$ cat config.mk
export PLATFORM = sky130hd
export DESIGN_NAME = priority_scanner
export DESIGN_NICKNAME = d
export VERILOG_FILES = /design/src/rtl/priority_scanner_pkg.sv /design/src/rtl/prio_find.sv /design/src/rtl/priority_scanner.sv
export SDC_FILE = /design/constraint.sdc
export NUM_CORES = 1
export LEC_CHECK = 0
export ABC_AREA = 0
export CAP_MARGIN = 20
export CORE_ASPECT_RATIO = 0.6
export CORE_UTILIZATION = 41
export DETAILED_ROUTE_END_ITERATION = 10
export PLACE_DENSITY = 0.75
export SYNTH_ARGS = -nofsm -noshare
export SYNTH_HDL_FRONTEND = slang
export SYNTH_SLANG_ARGS = --single-unit
$ cat constraint.sdc
create_clock -name clk -period 1.9 [get_ports clk]
set_input_delay 0.38 -clock clk [delete_from_list [all_inputs] [get_ports clk]]
set_output_delay 0.38 -clock clk [all_outputs]
set_load 0.01 [all_outputs]
$ cat src/rtl/priority_scanner_pkg.sv
// Shared types and constants for the priority scanner: FSM state encoding
// and the scan-order mode values.
package priority_scanner_pkg;

  typedef enum logic {
    IDLE = 1'b0,
    SCAN = 1'b1
  } state_t;

  localparam logic MODE_MSB_FIRST = 1'b0;
  localparam logic MODE_LSB_FIRST = 1'b1;

endpackage

$ cat src/rtl/prio_find.sv
// Stateless priority encoder: picks the highest (or lowest) set bit of vec
// and flags whether vec is non-zero and whether it has at most one bit set.
module prio_find #(
  parameter int WIDTH = 16,
  localparam int IDX_W = $clog2(WIDTH)
) (
  input  logic [WIDTH-1:0] vec,
  input  logic             lsb_first,
  output logic [IDX_W-1:0] idx,
  output logic             any,
  output logic             single
);

  // Later loop iterations overwrite earlier hits, so loop direction picks the winner.
  always_comb begin
    idx = '0;
    if (lsb_first) begin
      for (int i = WIDTH - 1; i >= 0; i--) begin
        if (vec[i]) idx = i[IDX_W-1:0];
      end
    end else begin
      for (int i = 0; i < WIDTH; i++) begin
        if (vec[i]) idx = i[IDX_W-1:0];
      end
    end
  end

  assign any    = |vec;
  assign single = ~|(vec & (vec - WIDTH'(1)));

endmodule

$ cat src/rtl/priority_scanner.sv
// Accepts a request vector and emits one beat per set bit in priority order
// (MSB- or LSB-first); an all-zero vector yields a single flagged beat.
module priority_scanner
  import priority_scanner_pkg::*;
#(
  parameter int WIDTH = 16,
  parameter int IDX_W = $clog2(WIDTH)
) (
  input  logic             clk,
  input  logic             rst_n,
  input  logic             in_valid,
  output logic             in_ready,
  input  logic [WIDTH-1:0] in_vec,
  input  logic             in_lsb_first,
  output logic             out_valid,
  input  logic             out_ready,
  output logic [IDX_W-1:0] out_index,
  output logic             out_zero,
  output logic             out_last,
  output logic [IDX_W:0]   out_count
);

  localparam logic [IDX_W:0] CNT_MAX = (IDX_W + 1)'(WIDTH);
  localparam logic [IDX_W:0] CNT_ONE = (IDX_W + 1)'(1);

  state_t           state;
  state_t           state_nxt;
  logic [WIDTH-1:0] pending;
  logic             mode;
  logic [IDX_W-1:0] find_idx;
  logic             find_any;
  logic             find_single;

  // Beat counter saturates at WIDTH so it can never wrap.
  function automatic logic [IDX_W:0] sat_inc(input logic [IDX_W:0] cnt);
    return (cnt == CNT_MAX) ? cnt : cnt + CNT_ONE;
  endfunction

  prio_find #(
    .WIDTH(WIDTH)
  ) u_prio_find (
    .vec      (pending),
    .lsb_first(mode == MODE_LSB_FIRST),
    .idx      (find_idx),
    .any      (find_any),
    .single   (find_single)
  );

  always_ff @(posedge clk or negedge rst_n) begin
    if (!rst_n) state <= IDLE;
    else        state <= state_nxt;
  end

  // In SCAN pending is only empty when the accepted vector was all-zero,
  // since the last real bit sends the FSM back to IDLE.
  always_comb begin
    state_nxt = state;
    in_ready  = 1'b0;
    out_valid = 1'b0;
    out_index = '0;
    out_zero  = 1'b0;
    out_last  = 1'b0;
    case (state)
      IDLE: begin
        in_ready = 1'b1;
        if (in_valid) state_nxt = SCAN;
      end
      SCAN: begin
        out_valid = 1'b1;
        out_index = find_idx;
        out_zero  = ~find_any;
        out_last  = find_single;
        if (out_ready && find_single) state_nxt = IDLE;
      end
      default: state_nxt = IDLE;
    endcase
  end

  always_ff @(posedge clk or negedge rst_n) begin
    if (!rst_n) begin
      pending   <= '0;
      mode      <= MODE_MSB_FIRST;
      out_count <= '0;
    end else if (in_valid && in_ready) begin
      pending   <= in_vec;
      mode      <= in_lsb_first;
      out_count <= '0;
    end else if (out_valid && out_ready) begin
      pending   <= pending & ~(WIDTH'(1) << out_index);
      out_count <= sat_inc(out_count);
    end
  end

endmodule

==> results of run 1 <==
## per-stage QoR
step	utilization	total power [mW]	area, um2	hold WS (ns)	std cells
floorplan	-	2.81	1640	0.0844	178
global placement	0.619	4.33	2290	0.554	287
detailed placement	0.619	4.38	2290	0.582	287
CTS	0.665	5.07	2460	0.475	298
global route	0.701	6.01	2590	0.484	302
finish	0.701	5.65	2590	0.459	302
## layer usage
| metal | vias up | wire length, um | track usage |
|---|---|---|---|
| met2 | 99 | 2310 | 0.383 |
| met4 | 0 | 15 | 0.0431 |
| met1 | 845 | 2600 | 0.422 |
| met3 | 2 | 493 | 0.0964 |
| met5 | - | 0 | 0 |
| li1 | 814 | - | - |
## state kept, by name, indices dropped and copies added, names as in the netlist
name	count
mode	1
state	1
out_count	5
pending	16
## path summary, 6_finish.rpt
| check | start | to | slack, ns | cells past startpoint |
|---|---|---|---|---|
| worst max-delay path | pending[9] | out_index[1] | -0.52 | 8 |
| worst min-delay path | rst_n | pending[0] | 0.46 | 2 |
| worst max register to register | pending[9] | pending[10] | -0.32 | 10 |
| worst min register to register | out_count[3] | out_count[3] | 0.59 | 2 |
| max in group asynchronous | rst_n | pending[10] | 1.20 | 2 |
| min in group clk | out_count[3] | out_count[3] | 0.59 | 2 |
## power groups by stage
stage                     sequential (mW)  clock [mW]  combinational [mW]
after floorplan                     0.945           0                1.87
after global placement              0.952           0                3.38
after detailed placement            0.962           0                3.42
after CTS                           0.953       0.308                3.81
after global routing                 1.01       0.334                4.66
final                               0.983       0.305                4.37
## what timing repair did
action | CTS | global route
gates resized for setup | 43 | 31
buffers inserted | 9 | 8
setup endpoints to repair | 23 | 24
pin swaps | 14 | 9
## final cells by class
class	instances	area, um2
clock inverter	1	5.00
fill	279	1110
sequential	23	578
timing repair buffer	85	752
inverter	5	18.8
clock buffer	3	41.3
multi-input combinational	138	1140
tap	47	58.8
## critical path, delay by kind of cell, from the launching register on
family | cells | cell delay, ns
and+or+nand+nor | 3 | 0.68
DFF | 1 | 0.40
buffers and inverters | 3 | 0.37
AOI/OAI and AO/OA | 2 | 0.31
## cells in the mapped netlist, types with 2 or more instances
| master | instances |
|---|---|
| sky130_fd_sc_hd__a21oi_1 | 23 |
| sky130_fd_sc_hd__dfrtp_1 | 23 |
| sky130_fd_sc_hd__nor2_1 | 21 |
| sky130_fd_sc_hd__mux2i_1 | 14 |
| sky130_fd_sc_hd__nor3_1 | 9 |
| sky130_fd_sc_hd__nor2b_1 | 8 |
| sky130_fd_sc_hd__clkbuf_1 | 7 |
| sky130_fd_sc_hd__inv_1 | 5 |
| sky130_fd_sc_hd__nand2_1 | 5 |
| sky130_fd_sc_hd__o21ai_0 | 5 |
| sky130_fd_sc_hd__a2111oi_0 | 3 |
| sky130_fd_sc_hd__buf_2 | 3 |
| sky130_fd_sc_hd__nand2b_1 | 3 |
| sky130_fd_sc_hd__nand3_1 | 3 |
| sky130_fd_sc_hd__o31ai_1 | 3 |
| sky130_fd_sc_hd__xor2_1 | 3 |
| sky130_fd_sc_hd__a211oi_1 | 2 |
| sky130_fd_sc_hd__a221oi_2 | 2 |
| sky130_fd_sc_hd__and2_1 | 2 |
| sky130_fd_sc_hd__ha_1 | 2 |
| sky130_fd_sc_hd__mux2_2 | 2 |
| sky130_fd_sc_hd__nand4_1 | 2 |
| sky130_fd_sc_hd__nor3b_2 | 2 |
| sky130_fd_sc_hd__nor4_1 | 2 |
| sky130_fd_sc_hd__nor4_4 | 2 |
| sky130_fd_sc_hd__or4_1 | 2 |
## kinds of logic after synthesis
group / Yosys count / share of synthesized area
buffers and inverters: 17 / 0.0452
multiplexers: 16 / 0.101
AND/OR/NAND/NOR: 67 / 0.253
adder cells (fa/ha/maj): 2 / 0.0156
XOR/XNOR: 3 / 0.0164
AO/OA/AOI/OAI: 50 / 0.210
flip-flops: 23 / 0.359
==> results.md, run 1 <==
Critical path:
- Walking the worst path, the cells encountered are buf_6, buf_6, or4_4, o221ai_2, nand3_1, o21a_2, nor2_2, buf_2.
- Data arrives at the worst endpoint at 2.04 ns.
- The kind of end point of the critical path is an output pin.
- Along the worst path, the maximum fanout reaches 4.
- The critical path is of the flop to output pin type.
- Among the stages of the critical path, the cell type that occurs most often is sky130_fd_sc_hd__buf_6.
- The stage delay of the slowest cell on the critical path is 0.49 ns.
- The worst setup path is launched from a flop.
- The library cell contributing the largest single delay on the critical path is sky130_fd_sc_hd__or4_4.
- The data required time of the worst path is around 1.5 ns.

Detailed routing:
- The detailed-routing iteration count for the pre-antenna-repair pass is 5.
- The number of nets with antenna violations after routing is 0.
- The DRC violation total after the first TritonRoute iteration is ~180.
- The via count of the routed design is about 1,800.
- The mean routed wirelength per cell is 17.9 um.
- The via-per-instance ratio is between 5 and 6.
- The final wirelength is between 5000 and 6000 um.
- The number of DRC violations after detailed routing is 0.

Clocking:
- CTS built an H-tree with a depth of 1.
- TritonCTS built the clock tree.
- Buffers inserted during clock tree synthesis total 3.
- The clock sink count is 23.
- For the worst-skew pair, the clock arrives at the later sink with an insertion delay of between 0.2 and 0.3 ns.
- The root buffer cell is sky130_fd_sc_hd__clkbuf_8.
- The hold buffer count at cts is 0.
- In this run the deepest clock path goes through 2 buffers.
- After clock tree synthesis, the clock-pin slew on the worst setup and hold paths is roughly 0.080 ns.

Timing:
- The aggregate negative setup slack is -5.93 ns.
- At the pin with the least slew margin, the transition time is 0.449 ns.
- The normalized max-slew margin is 0.693.
- Between clock sinks in the finished design, the worst skew comes to between 0.003 and 0.004 ns.
- The setup slack after layout is -0.519 ns.
- Static timing analysis puts the maximum clock frequency at 413 MHz.
- Setup repair after global routing could not meet its margin everywhere.
- Counting I/O delays and the setup requirement, the final critical path takes approximately 2.4 ns.
- Dividing the final minimum period by the clock period gives 1.27.
- The count of pins over their slew limit was 0.
- Setup violations remaining at the end of the flow were counted as 23.
- The count of final hold-check violations is 0.

Finish:
- At the end of the flow, the number of nets in the layout was 279.
- The number of antenna diodes in the final layout is 0.
- In the layout the commonest cells are 42 x sky130_fd_sc_hd__buf_4, 27 x sky130_fd_sc_hd__clkdlybuf4s50_1, 21 x sky130_fd_sc_hd__dfrtp_1, 16 x sky130_fd_sc_hd__nor2_1, 14 x sky130_fd_sc_hd__mux2i_1.
- The share of layout cells above drive strength 1 is 0.427.
- The library cell used most frequently in the layout, excluding fill and tap cells, is sky130_fd_sc_hd__buf_4.
- The synthesis-to-layout area growth is 61.7%.

Logic synthesis:
- Sorting the synthesized cells by area gives the leading types as sky130_fd_sc_hd__dfrtp_1 36%, sky130_fd_sc_hd__mux2i_1 8.7%, sky130_fd_sc_hd__a21oi_1 7.2%.
- Summing every instance area after synthesis gives approximately 1600 um2.
- The number of standard cells after synthesis is roughly 180.
- The number of flip-flops and latches in the synthesized netlist is 23.
- The count of different cell masters after synthesis is 46.
- After synthesis, the share of flip-flops with an asynchronous set or reset is 1.00.
- The area share of the largest cell type after synthesis is 0.359.
- In the synthesized netlist the dominant register cell turns out to be sky130_fd_sc_hd__dfrtp_1.
- The largest total area in the synthesized netlist belongs to sky130_fd_sc_hd__dfrtp_1.
- Of the synthesized area, sequential elements account for 0.359.
- The post-synth net total is 201.
- Each instance of the synthesized netlist takes up on average 9.02 um2.
- The count of yosys warnings during synthesis is 0.
- The synthesized design contains 0 enable-type register cells.

Die:
- From left edge to right edge, the die measures 82.8 um.
- The floorplan step defined a die boundary enclosing 4180 um2.
- The floorplan has 17 rows.
- The count of pins on the block boundary is 34.
- The overall die height is slightly above 50 um.
- For this configuration, the core starts out at a cell density of 0.434.
- The core region is 3700 um2.

Place:
- Routability-driven placement finished with a final weighted congestion of 0.903.
- The count of buffers added on input and output ports is 33.
- OpenSTA, run right after detailed placement, puts the worst setup slack at -0.652 ns.
- The placed wire-length estimate after detailed placement is approximately 3800 um.

GRT:
- The first-pass GRT wire length is 8480 um.
- Global routing finished with a remaining overflow of 0.
- Entering global routing, the biggest net connects 24 pins.
- Across every metal layer, demand over resource in global routing totals 0.279.
- The initial antenna violation count was 0.
- The number of global-route vias before repair is 1,645.

Pwr:
- For this design the static power due to leakage is 1.04 nW.
- Across the VDD grid, the largest voltage drop is 1280 uV.
- The register share of total power is 0.174.
- Internal power comes to 3.03 mW.
- The switching share of power is 0.464.
- The power share of the clock group is 0.054.
- The share of total power dissipated in combinational logic is 0.772.
- The power per cell area is roughly 2200 nW/um2.
- The analysis attributes to net switching a power of 2.62 mW.

Status:
- The final reports fail on negative setup slack.
- The run finished, with violations left.

Flow run:
- The tool flagged a number of max-cap violations equal to 0.

Hold path:
- In this run the worst hold path is classified as input port to asynchronous set/reset pin.
(Power assumes the default switching activity.)
==> run 2, diff against run 1 <==
--- a/config.mk
+++ b/config.mk
@@ -10,6 +10,7 @@
 export CORE_ASPECT_RATIO = 0.6
 export CORE_UTILIZATION = 41
 export DETAILED_ROUTE_END_ITERATION = 10
+export GPL_ROUTABILITY_DRIVEN = 0
 export PLACE_DENSITY = 0.75
 export SYNTH_ARGS = -nofsm -noshare
 export SYNTH_HDL_FRONTEND = slang
==> run 2 against run 1 <==
Effect of this change:
- the run still ends with negative setup slack left
- register-to-register slack better by 0.12 ns
- sequential cell count unchanged
- largest power group unchanged
- non-clock buffer count increased by 4
- combinational power increased by 6.2%
- core utilization up 2.1 points
- largest cell class unchanged
- worst hold slack worse by 0.00071 ns
==> results.md, run 2 (same netlist as run 1, synthesis figures left out) <==
Status:
- The run finished, with violations left.
- The final reports fail on negative setup slack.

Die:
- The die outline area is 4180 um2.
- The number of placement rows is 17.
- The starting density of the core is 0.434.
- The core region is 3700 um2.
- 34 I/O pins were placed.
- The die boundary width is 82.8 um.
- The overall die height is ~50 um.

Timing:
- The final clock skew is 0.00446 ns.
- The setup slack after layout is -0.480 ns.
- After layout, the minimum clock period comes to 2.38 ns.
- The highest clock rate is about 420 MHz.
- The count of pins over their slew limit is 0.
- Setup repair after global routing could not meet its margin everywhere.
- The normalized max-slew margin is 0.716.
- The count of final hold-check violations is 0.
- The transition at the pin with the smallest max-transition slack is 0.424 ns.
- The count of final setup violators is 23.
- The aggregate negative setup slack is -4.58 ns.
- The share of the cycle needed by the critical path after routing is 1.25.

Critical path:
- The start-to-end type of the worst setup path is flop to output pin.
- The largest fanout on the critical path is 4.
- The arrival time at the worst endpoint is 2.00 ns.
- The worst setup path is captured at an output pin.
- STA classifies the critical path startpoint as a flop.
- The data required time of the worst path is ~1.5 ns.
- The slack of the worst reg-to-reg path is -0.20 ns.

Pwr:
- The power per cell area is 2220 nW/um2.
- The design draws approximately 5.9 mW.
- IR analysis of the VDD net gives a maximum drop of 1150 uV.
- The leakage power summed over all cells is about 1.1 nW.

Clocking:
- The total CTS buffers is 3.
- For this design, the CTS-stage hold fixing added 0 buffers.
- The total number of H-tree levels is 1.
- The clock tree buffer depth is 2.
- The root buffer cell is sky130_fd_sc_hd__clkbuf_8.
- After clock tree synthesis, the clock-pin slew on the worst setup and hold paths is around 0.080 ns.
- The clock sink count is 23.
- The clock latency at the later pin of the worst-skew pair is 0.27 ns.
- TritonCTS built the clock tree.

Detailed routing:
- In the routed design, unresolved DRC markers number 0.
- The final layout contains routed wiring with a total length of 5650 um.
- After the first detailed-routing iteration, the DRC count stood at 217.
- Using the TritonRoute via totals, the vias-per-cell ratio works out to 5.82.
- The detailed-routing iteration count for the pre-antenna-repair pass is 4.
- Once detail routing completed, the nets flagged for antenna violations numbered 0.
- The via count of the routed design is 1,782.
- In the final routed layout, each cell accounts on average for around 18 um.

GRT:
- The number of global-route vias before repair came to 1,688.
- The initial antenna violation count is 0.
- The combined global-route utilization of all metal layers is 0.285.
- Summed over all layers, the global routing overflow is 0.
- The first-pass GRT wire length is 8580 um.
- The maximum number of pins on one net before global-route repair is 24.

Place:
- The placed wire-length estimate after detailed placement is roughly 3800 um.
- Timing analysis after detailed placement gives a worst setup slack of -0.550 ns.
- In this run, placement finished with an instance count of 291.
- After detailed placement, the total cell area comes to 2320 um2.
- The count of buffers inserted at the top-level ports is 33.

Finish:
- After the last flow step, the layout net total stands at 283.
- The most common cell after layout, fill and taps aside is sky130_fd_sc_hd__buf_4.
- The synthesis-to-layout area growth is 66.4%.
- Excluding fillers, the count of instances in the completed layout stands at 306.
- The largest registers in the layout are pending x16, out_count x5.
- The number of fillers in the final layout is 272.
- The register with the most flip-flops in the layout has 16 of them.
- Ranked by flip-flop count, first place goes to pending.
- With fillers left out, the area of the finished cells amounts to 2670 um2.
- In the final layout, the share of cells above drive strength 1 is 0.467.
- In the layout the commonest cells are 44 x sky130_fd_sc_hd__buf_4, 27 x sky130_fd_sc_hd__clkdlybuf4s50_1, 20 x sky130_fd_sc_hd__dfrtp_1, 15 x sky130_fd_sc_hd__a21oi_2.
- The number of antenna diodes in the final layout is 0.

Flow run:
- The number of max-cap violations is 0.

Hold path:
- The path class of the tightest hold or removal check is input port to asynchronous set/reset pin.
-- run 2: changes by cell type in the layout (fill, tap and decap cells not counted), moves of 2 or more --
| cell | change |
|---|---|
| sky130_fd_sc_hd__buf_4 | +2 |
| sky130_fd_sc_hd__a21oi_2 | +5 |
| sky130_fd_sc_hd__nor2_1 | -2 |
| sky130_fd_sc_hd__a21oi_1 | -4 |
| sky130_fd_sc_hd__buf_6 | +3 |
| sky130_fd_sc_hd__nor2_2 | -2 |
| sky130_fd_sc_hd__nor2_4 | +4 |
| sky130_fd_sc_hd__o21ai_2 | +2 |
-- run 2: where the power goes --
part	switching (mW)	internal (mW)	leakage (nW)
sequential	0.267	0.720	0.285
combinational	2.36	2.28	0.763
clock	0.166	0.147	0.0255
-- run 2: path summary, 6_finish.rpt --
check / from / to / depth (start not counted)
worst min-delay path: rst_n / pending[0] / 2
worst min register to register: out_count[4] / out_count[4] / 2
worst max register to register: pending[8] / pending[14] / 9
max in group asynchronous: rst_n / pending[5] / 2
min in group clk: out_count[4] / out_count[4] / 2
worst max-delay path: pending[0] / out_last / 8
-- run 2: area by class of cell --
class | instances | area (um2) | share of cell area
multi-input combinational | 138 | 1190 | 0.447
clock inverter | 1 | 5.00 | 0.00187
sequential | 23 | 579 | 0.217
tap | 47 | 58.8 | 0.0220
clock buffer | 3 | 41.3 | 0.0155
timing repair buffer | 89 | 774 | 0.290
inverter | 5 | 18.8 | 0.00703
-- run 2: per-layer routing --
layer / up-vias / global-route usage / routed length, um
met5: - / 0 / 0
met4: 0 / 0.0661 / 91
met3: 11 / 0.0909 / 546
met2: 102 / 0.393 / 2460
met1: 843 / 0.425 / 2550
li1: 826 / - / -
-- run 2: what timing repair did --
action	CTS	global route
endpoints found under the setup margin	23	24
pin swaps	18	17
gates resized for setup	66	27
setup buffers	9	11
-- run 2: per-stage QoR --
stage          hold WS [ns]   util
6_report              0.458  0.722
5_1_grt               0.500  0.722
4_1_cts               0.466  0.679
3_5_place_dp          0.576  0.627
3_3_place_gp          0.554  0.627
2_1_floorplan        0.0844      -
-- run 2: critical path, stage by stage (launching register included) --
cell	delay (ns)
sky130_fd_sc_hd__dfrtp_2	0.46
sky130_fd_sc_hd__nor4_4	0.26
sky130_fd_sc_hd__buf_4	0.17
sky130_fd_sc_hd__buf_4	0.12
sky130_fd_sc_hd__nand3_4	0.08
sky130_fd_sc_hd__a211oi_1	0.30
sky130_fd_sc_hd__nor2_2	0.08
sky130_fd_sc_hd__nor3_2	0.10
sky130_fd_sc_hd__buf_2	0.15
